--- config.mk ---
export PLATFORM = sky130hd
export DESIGN_NAME = xi_seq_ctrl
export DESIGN_NICKNAME = d
export VERILOG_FILES = /design/src/rtl/xi_seq_ctrl.sv
export SDC_FILE = /design/constraint.sdc
export NUM_CORES = 1
export LEC_CHECK = 0
export CORE_ASPECT_RATIO = 1.75
export CORE_MARGIN = 2
export CORE_UTILIZATION = 44
export CTS_CLUSTER_SIZE = 24
export DETAILED_ROUTE_END_ITERATION = 16
export GPL_TIMING_DRIVEN = 0
export PLACE_DENSITY = 0.82
export SLEW_MARGIN = 20
export SYNTH_ARGS = -nofsm -noshare
export SYNTH_HDL_FRONTEND = slang
export SYNTH_SLANG_ARGS = --single-unit
--- constraint.sdc ---
create_clock -name clk -period 2.5 [get_ports clk]
set_input_delay 0.5 -clock clk [delete_from_list [all_inputs] [get_ports clk]]
set_output_delay 0.5 -clock clk [all_outputs]
set_load 0.02 [all_outputs]
--- src/rtl/xi_seq_ctrl.sv ---
// xi_seq_ctrl: runs the HqA -> YGA -> trace_cal -> qdiv chain once per xI term and publishes each quotient,
// with a per-stage watchdog that turns a stalled stage into a timeout error.
module xi_seq_ctrl #(
   parameter int NUM_X   = 4,
   parameter int IDX_W   = 2,
   parameter int TMO_CYC = 64,
   parameter int DW      = 16
) (
   input  logic             clk,
   input  logic             rst,
   input  logic             start,
   input  logic             abort,
   output logic             busy,
   output logic             done,
   output logic             err_timeout,
   output logic [IDX_W-1:0] sel_idx,
   output logic             hqa_start,
   input  logic             hqa_ready,
   output logic             trc_en,
   input  logic             trc_finish,
   output logic             div_start,
   input  logic             div_complete,
   input  logic [DW-1:0]    div_quot,
   input  logic             div_ovf,
   output logic             xi_valid,
   output logic [IDX_W-1:0] xi_idx,
   output logic [DW-1:0]    xi_data,
   output logic             xi_ovf
);
   localparam int CW = $clog2(TMO_CYC);
   typedef enum logic [2:0] {IDLE, W_HQA, W_TRC, W_DIV, PUB, FIN} state_t;
   state_t state, nxt;
   logic [CW-1:0] cnt;
   logic tmo, wt, last;
   assign wt   = state inside {W_HQA, W_TRC, W_DIV};
   assign tmo  = cnt == CW'(TMO_CYC - 1);
   assign last = sel_idx == IDX_W'(NUM_X - 1);
   always_ff @(posedge clk or negedge rst)
      if (!rst) state <= IDLE;
      else state <= nxt;
   // a completion flag beats the watchdog in the same cycle; abort beats both
   always_comb begin
      nxt = state;
      case (state)
         IDLE:    nxt = start ? W_HQA : IDLE;
         W_HQA:   nxt = hqa_ready ? W_TRC : tmo ? FIN : W_HQA;
         W_TRC:   nxt = trc_finish ? W_DIV : tmo ? FIN : W_TRC;
         W_DIV:   nxt = div_complete ? PUB : tmo ? FIN : W_DIV;
         PUB:     nxt = last ? FIN : W_HQA;
         default: nxt = IDLE;
      endcase
      if (abort && state != IDLE) nxt = IDLE;
   end
   always_comb begin
      busy      = state != IDLE;
      done      = state == FIN;
      hqa_start = state == W_HQA && cnt == '0;
      trc_en    = state == W_TRC && cnt == '0;
      div_start = state == W_DIV && cnt == '0;
      xi_valid  = state == PUB;
      xi_idx    = sel_idx;
   end
   always_ff @(posedge clk or negedge rst)
      if (!rst) begin
         cnt         <= '0;
         sel_idx     <= '0;
         err_timeout <= 1'b0;
         xi_data     <= '0;
         xi_ovf      <= 1'b0;
      end else begin
         cnt <= (nxt != state || !wt) ? '0 : cnt + 1'b1;
         if (state == IDLE && start) begin
            sel_idx     <= '0;
            err_timeout <= 1'b0;
         end else if (wt && nxt == FIN) err_timeout <= 1'b1;
         if (state == PUB && nxt == W_HQA) sel_idx <= sel_idx + 1'b1;
         if (state == W_DIV && nxt == PUB) begin
            xi_data <= div_quot;
            xi_ovf  <= div_ovf;
         end
      end
endmodule

# Yosys cells after proc, flatten, opt, wreduce, memory -nomap -nowiden

Cells that the tools add are included.

Memory bits (writable): 0
Output and inout bits: 28
Register bits: 29
Bits of input ports: 24
Bits in latches: 0
Logic and storage cells: 50
ROM bits: 0
Memories: 0

Magnitude comparators: 0
Mux-type cells: 15
Shift-type cells: 0
$mul: 0
Equal/unequal tests: 11
Add/sub/neg operators: 2
Div/mod/pow operators: 0
Reductions and logical operators: 16
Bitwise gates (word level): 0

Operators with widths:

| cell                                                | count |
|---|---|
| two-way mux 3 bit                                   | 8 |
| case mux 3 bit (5 select lines)                     | 1 |
| equality test 3 bit, second input constant          | 4 |
| logical AND 1 bit                                   | 8 |
| adder 6 x 1 -> 6 bit, second input constant         | 1 |
| equality test 3 x 1 -> 1 bit, second input constant | 2 |
| equality test 3 x 2 -> 1 bit, second input constant | 2 |
| equality test 6 bit, second input constant          | 1 |
| logical NOT 6 bit                                   | 1 |
| two-way mux 6 bit                                   | 1 |
| nonzero test 3 bit                                  | 2 |
| two-way mux 2 bit                                   | 2 |
| nonzero test 2 bit                                  | 2 |
| logical NOT 3 bit                                   | 1 |
| two-way mux 1 bit                                   | 3 |
| inequality test 3 bit                               | 1 |
| adder 2 x 1 -> 2 bit, second input constant         | 1 |
| equality test 2 bit, second input constant          | 1 |
| logical NOT 1 bit                                   | 1 |
| logical OR 1 bit                                    | 1 |

# Longest topological paths before layout

Gate-level depths: netlist (run 1).

Depth in word-level cells: 9
Gate-level depth with buffers: 6
Gate-level depth less buffers: 5

# Worst setup path after synthesis (run 1)

Ideal clock, no wire load.

Path type: reg-to-reg
Start point: register state[0]
End point: register sel_idx[0]
Period minus slack after synthesis: 1.838 ns
Path slack: 0.662 ns
Library setup time: 0.136 ns
Path buffers: 2
Stages on the path, launching flop included: 6
Arrival: 1.702 ns
Data required time: 2.364 ns
Cells stage by stage: dfrtp_1 -> clkbuf_1 -> clkbuf_1 -> nor3_1 -> o211ai_1 -> mux2i_1

Longest elaborated chain between the ends: 6

RTL lines:

| item                                                    | RTL line | RTL |
|---|---|---|
| start: declaration                                      | 32       | `state_t state, nxt;` |
| start signal: assignment                                | 40       | `else state <= nxt;` |
| equality test 3 bit (*)                                 | --       |  |
| named net xi_valid                                      | 25       | `output logic xi_valid,` |
| case mux 3 bit (5 select lines)                         | 44       | `case (state)` |
| two-way mux 3 bit                                       | 52       | `if (abort && state != IDLE) nxt = IDLE;` |
| equality test 3 x 1 -> 1 bit                            | 76       | `if (state == PUB && nxt == W_HQA) sel_idx <= sel_idx + 1'b1;` |
| logical AND 1 bit (*)                                   | 76       |  |
| two-way mux 2 bit or nonzero test 2 bit (tied branches) | --       |  |
| end signal: assignment                                  | 76       |  |
| end: declaration                                        | 16       | `output logic [IDX_W-1:0] sel_idx,` |

Mark *: on every way through the listed nets, which the timed path passes. The rest lies on a longest branch.
A chain may end at the register's enable or synchronous reset.

# Final worst setup path (run 1)

Start point: register state[1]
End point: output busy

Longest elaborated chain between the ends: 1

RTL lines:

| item               | RTL line | RTL |
|---|---|---|
| nonzero test 3 bit | 55       | `busy = state != IDLE;` |
| end: declaration   | 13       | `output logic busy,` |

Every way passes these cells.

==> results of run 1 <==
[layout by cell type (no fill, tap or decap), types with 2 or more instances in the layout]
cell type,count
clkdlybuf4s50_1,46
dfrtp_1,29
mux2_1,17
nor3_1,8
clkbuf_8,6
inv_1,5
nor2_1,5
nand2_1,5
nand3_1,4
and3_1,3
nand2b_1,3
a21oi_1,3
nor4_1,3
buf_2,3
ha_1,3
inv_2,2
clkbuf_1,2
a311o_1,2
a311oi_1,2
o211ai_1,2
xnor2_1,2
xor2_1,2
mux2i_1,2
buf_4,2
dlymetal6s2s_1,2
dlygate4sd2_1,2
[what timing repair did]
item | 4_1_cts | 5_1_grt
hold endpoints to repair | 0 | 0
gates resized for setup | 2 | 3
setup endpoints to repair | 2 | 4
[per-layer routing]
metal  wire length, µm  up-vias  global-route usage  share of wire
li1                  -      591                   -              -
met5                 0        -                   0              0
met2              1950       51               0.349           0.56
met1              1190      624               0.206           0.34
met3               197       13              0.0584          0.057
met4               115        0               0.124          0.033
[cells in the mapped netlist, drive strengths merged]
| cell | instances | area, µm² |
|---|---|---|
| nor4bb | 1 | 10.0 |
| mux2i | 2 | 20.0 |
| a32o | 1 | 10.0 |
| and4b | 1 | 10.0 |
| nand2b | 3 | 18.8 |
| nor2 | 5 | 18.8 |
| and2 | 1 | 6.26 |
| inv | 7 | 26.3 |
| a311o | 2 | 20.0 |
| and3 | 3 | 18.8 |
| a31oi | 1 | 6.26 |
| nor2b | 1 | 6.26 |
| xor2 | 2 | 17.5 |
| o21a | 1 | 7.51 |
| nor3 | 9 | 50.1 |
| or4 | 1 | 7.51 |
| xnor2 | 2 | 17.5 |
| a21oi | 3 | 15.0 |
| ha | 3 | 37.5 |
| nand2 | 5 | 18.8 |
| a211oi | 1 | 7.51 |
| nand4 | 1 | 6.26 |
| and3b | 1 | 8.76 |
| a311oi | 2 | 17.5 |
| nor4b | 1 | 15.0 |
| a32oi | 1 | 8.76 |
| dfrtp | 29 | 726 |
| mux2 | 18 | 203 |
| o31ai | 1 | 7.51 |
| nand3 | 4 | 20.0 |
| o21ai | 2 | 10.0 |
| buf | 4 | 25.0 |
| a2bb2oi | 1 | 8.76 |
| nor3b | 1 | 7.51 |
| nor4 | 3 | 18.8 |
| o211ai | 2 | 15.0 |
| clkbuf | 4 | 15.0 |
[report_power, final]
part           total [W]  internal (W)  switching [W]
sequential      0.000741      0.000634       0.000107
combinational    0.00106      0.000510       0.000549
clock           0.000508      0.000324       0.000185
[area by class of cell]
type,count,share of cell area
inverter,7,0.0123
clock buffer,6,0.0386
timing repair buffer,51,0.237
multi-input combinational,86,0.313
clock inverter,2,0.0175
tap,43,0.0251
buffer,7,0.0169
sequential,29,0.339
[metrics by stage]
step,cells,util,hold WS (ns),power (W)
global route,231,0.674,0.269,0.00245
floorplan,130,-,0.204,0.00133
detailed placement,224,0.637,0.474,0.00183
CTS,232,0.674,0.234,0.00234
global placement,224,0.638,0.466,0.00180
finish,231,0.674,0.221,0.00231
[worst paths after layout]
check,startpoint,end,slack (ns),cells past startpoint
setup / recovery,state[1],busy,0.1,4
hold / removal,rst,xi_data[8],0.22,1
setup reg to reg,cnt[0],cnt[1],0.55,5
hold reg to reg,xi_data[15],xi_data[15],0.48,1
max in group asynchronous,rst,cnt[1],1.87,1
min in group clk,xi_data[15],xi_data[15],0.48,1
[kinds of logic (layout without fill, tap and decap cells)]
kind of cell             Yosys count  after routing
adder cells (fa/ha/maj)            3              3
XOR/XNOR                           4              4
multiplexers                      20             20
flip-flops                        29             29
AND/OR/NAND/NOR                   41             41
buffers and inverters             15             73
AO/OA/AOI/OAI                     18             18
[sequential cells by signal, summed over array words and instances (netlist names)]
register and flops:
state 3, xi_data 16, cnt 6, err_timeout 1, xi_ovf 1, sel_idx 2
==> metrics.md, run 1 <==
| Metric | Value |
|---|---|
| Post-synth cell types | `42` |
| Port bufs | `51` |
| Synth Area in Simple Gates | `0.165` |
| Setup CP Type | `flip-flop to primary output` |
| CTS tree | `done` |
| Fin crit share | `0.960` |
| Worst Hold Class | `input pin to asynchronous set/reset pin` |
| Post-synthesis instance area | `0.00146 mm²` |
| Mean area per synthesized cell | `11.3 µm²` |
| Max_cap viols | `0` |
| Post-Synth XOR/XNOR Area | `0.0240` |
| Final instance area | `0.00214 mm²` |
| Seq. cell area | `726 µm²` |
| Post-route clock skew | `0.00656 ns` |
| Placement Rows | `27` |
| Leakage | `0.956 nW` |
| Slew HR | `0.588` |
| CP bufs+invs | `2` |
| Total Routed Length | `~3500 µm` |
| Detailed-route via count | `roughly 1.3k` |
| Pin slew with the least headroom to its limit | `0.618 ns` |
| Vias/cell | `5.54` |
| IO Count | `52` |
| Die height | `80.3 µm` |
| Residual DRC count | `0` |
| Max clock buf depth | `2` |
| Max-slew violation count | `0` |
| TritonRoute pass-1 iters | `4` |
| Largest net degree at the start of global routing | `30` |
| Net count of the mapped netlist | `157` |
| CP Capture Type | `primary output` |
| Crit-path cells | `buf_1 -> nor2_1 -> nand2_1 -> clkdlybuf4s50_1` |
| Worst Path Arrival | `1.90 ns` |
| Layout cells sized above 1 | `0.0957` |
| Worst skew pair latency | `0.29 ns` |
| Vias in the first global route | `1244` |
| Main combinational cell family by area after synthesis | `simple AND/OR/NAND/NOR gates` |
| Unrepaired setup endpoints after global routing | `no` |
| Status | `finished, final reports clean` |
| Total grt overflow | `0` |
| Post-synthesis sequential area ratio | `0.496` |
| Power per cell area | `1080 mW/mm²` |
| First-pass GRT wire length | `5530 µm` |
| Fin nets | `214` |
| Worst path top cell family by delay | `buffers and inverters` |
| Diodes inserted | `0` |
| Final Setup Violations | `0` |
| Adder-Cell Fraction of Synth Area | `0.0257` |
| Clk root buf | `clkbuf_8` |
| Core Footprint | `0.00318 mm²` |
| Clock slew at reported path FFs | `about 0.07 ns` |
| Final HPWL DP | `~2600 µm` |
| Period minus WS final | `2.40 ns` |
| Starting DRT DRC Count | `28` |
| Critical path peak fanout | `10` |
| Multi-input logic area | `671 µm²` |
| Worst Slack Setup Final | `~0.099 ns` |
| Initial Util | `0.461` |
| GRT Total Usage | `0.205` |
| Area delta synth->final | `46.4%` |
| Required @ worst endpoint | `around 2.0 ns` |
| Total Neg Setup Slack | `0 ns` |
| CP max stage cell | `clkdlybuf4s50_1` |
| Cts-stage hold buffer count | `0` |
| Placed Area | `0.00202 mm²` |
| # H-tree levels | `2` |
| Worst Setup Start Kind | `flip-flop` |
| Number of fill cells | `269` |
| Initial antenna violation count | `0` |
| Achievable frequency | `~420 MHz` |
| Fin. Hold Viols | `0` |
| WL per Instance | `15.0 µm` |
| CTS Buf Count | `5` |
| Placer congestion estimate | `~0.82` |
| CP max stage delay | `0.59 ns` |
| Post-synthesis mux area share | `0.152` |
| Antenna viol nets, final | `0` |
| Maximum vdd drop | `about 670 µV` |
| Num Clock Sinks | `29` |
| Pre-CTS setup slack | `~0.016 ns` |
| Die area | `0.00382 mm²` |
| Synth Warn # | `0` |
| Post-synthesis compound-gate area fraction | `0.0915` |
| Setup Buffers After CTS | `0` |
| #FFs+latches synth | `29` |
| DIE WIDTH | `47.6 µm` |
| Mapped Cells | `130` |
Power figures use the tool's default switching activity.
==> inputs of run 2 (changes only) <==
- SKIP_LAST_GASP: unset -> 1
==> results of run 2 <==
No change in the layout: final DEF, timing and power equal those of run 1.
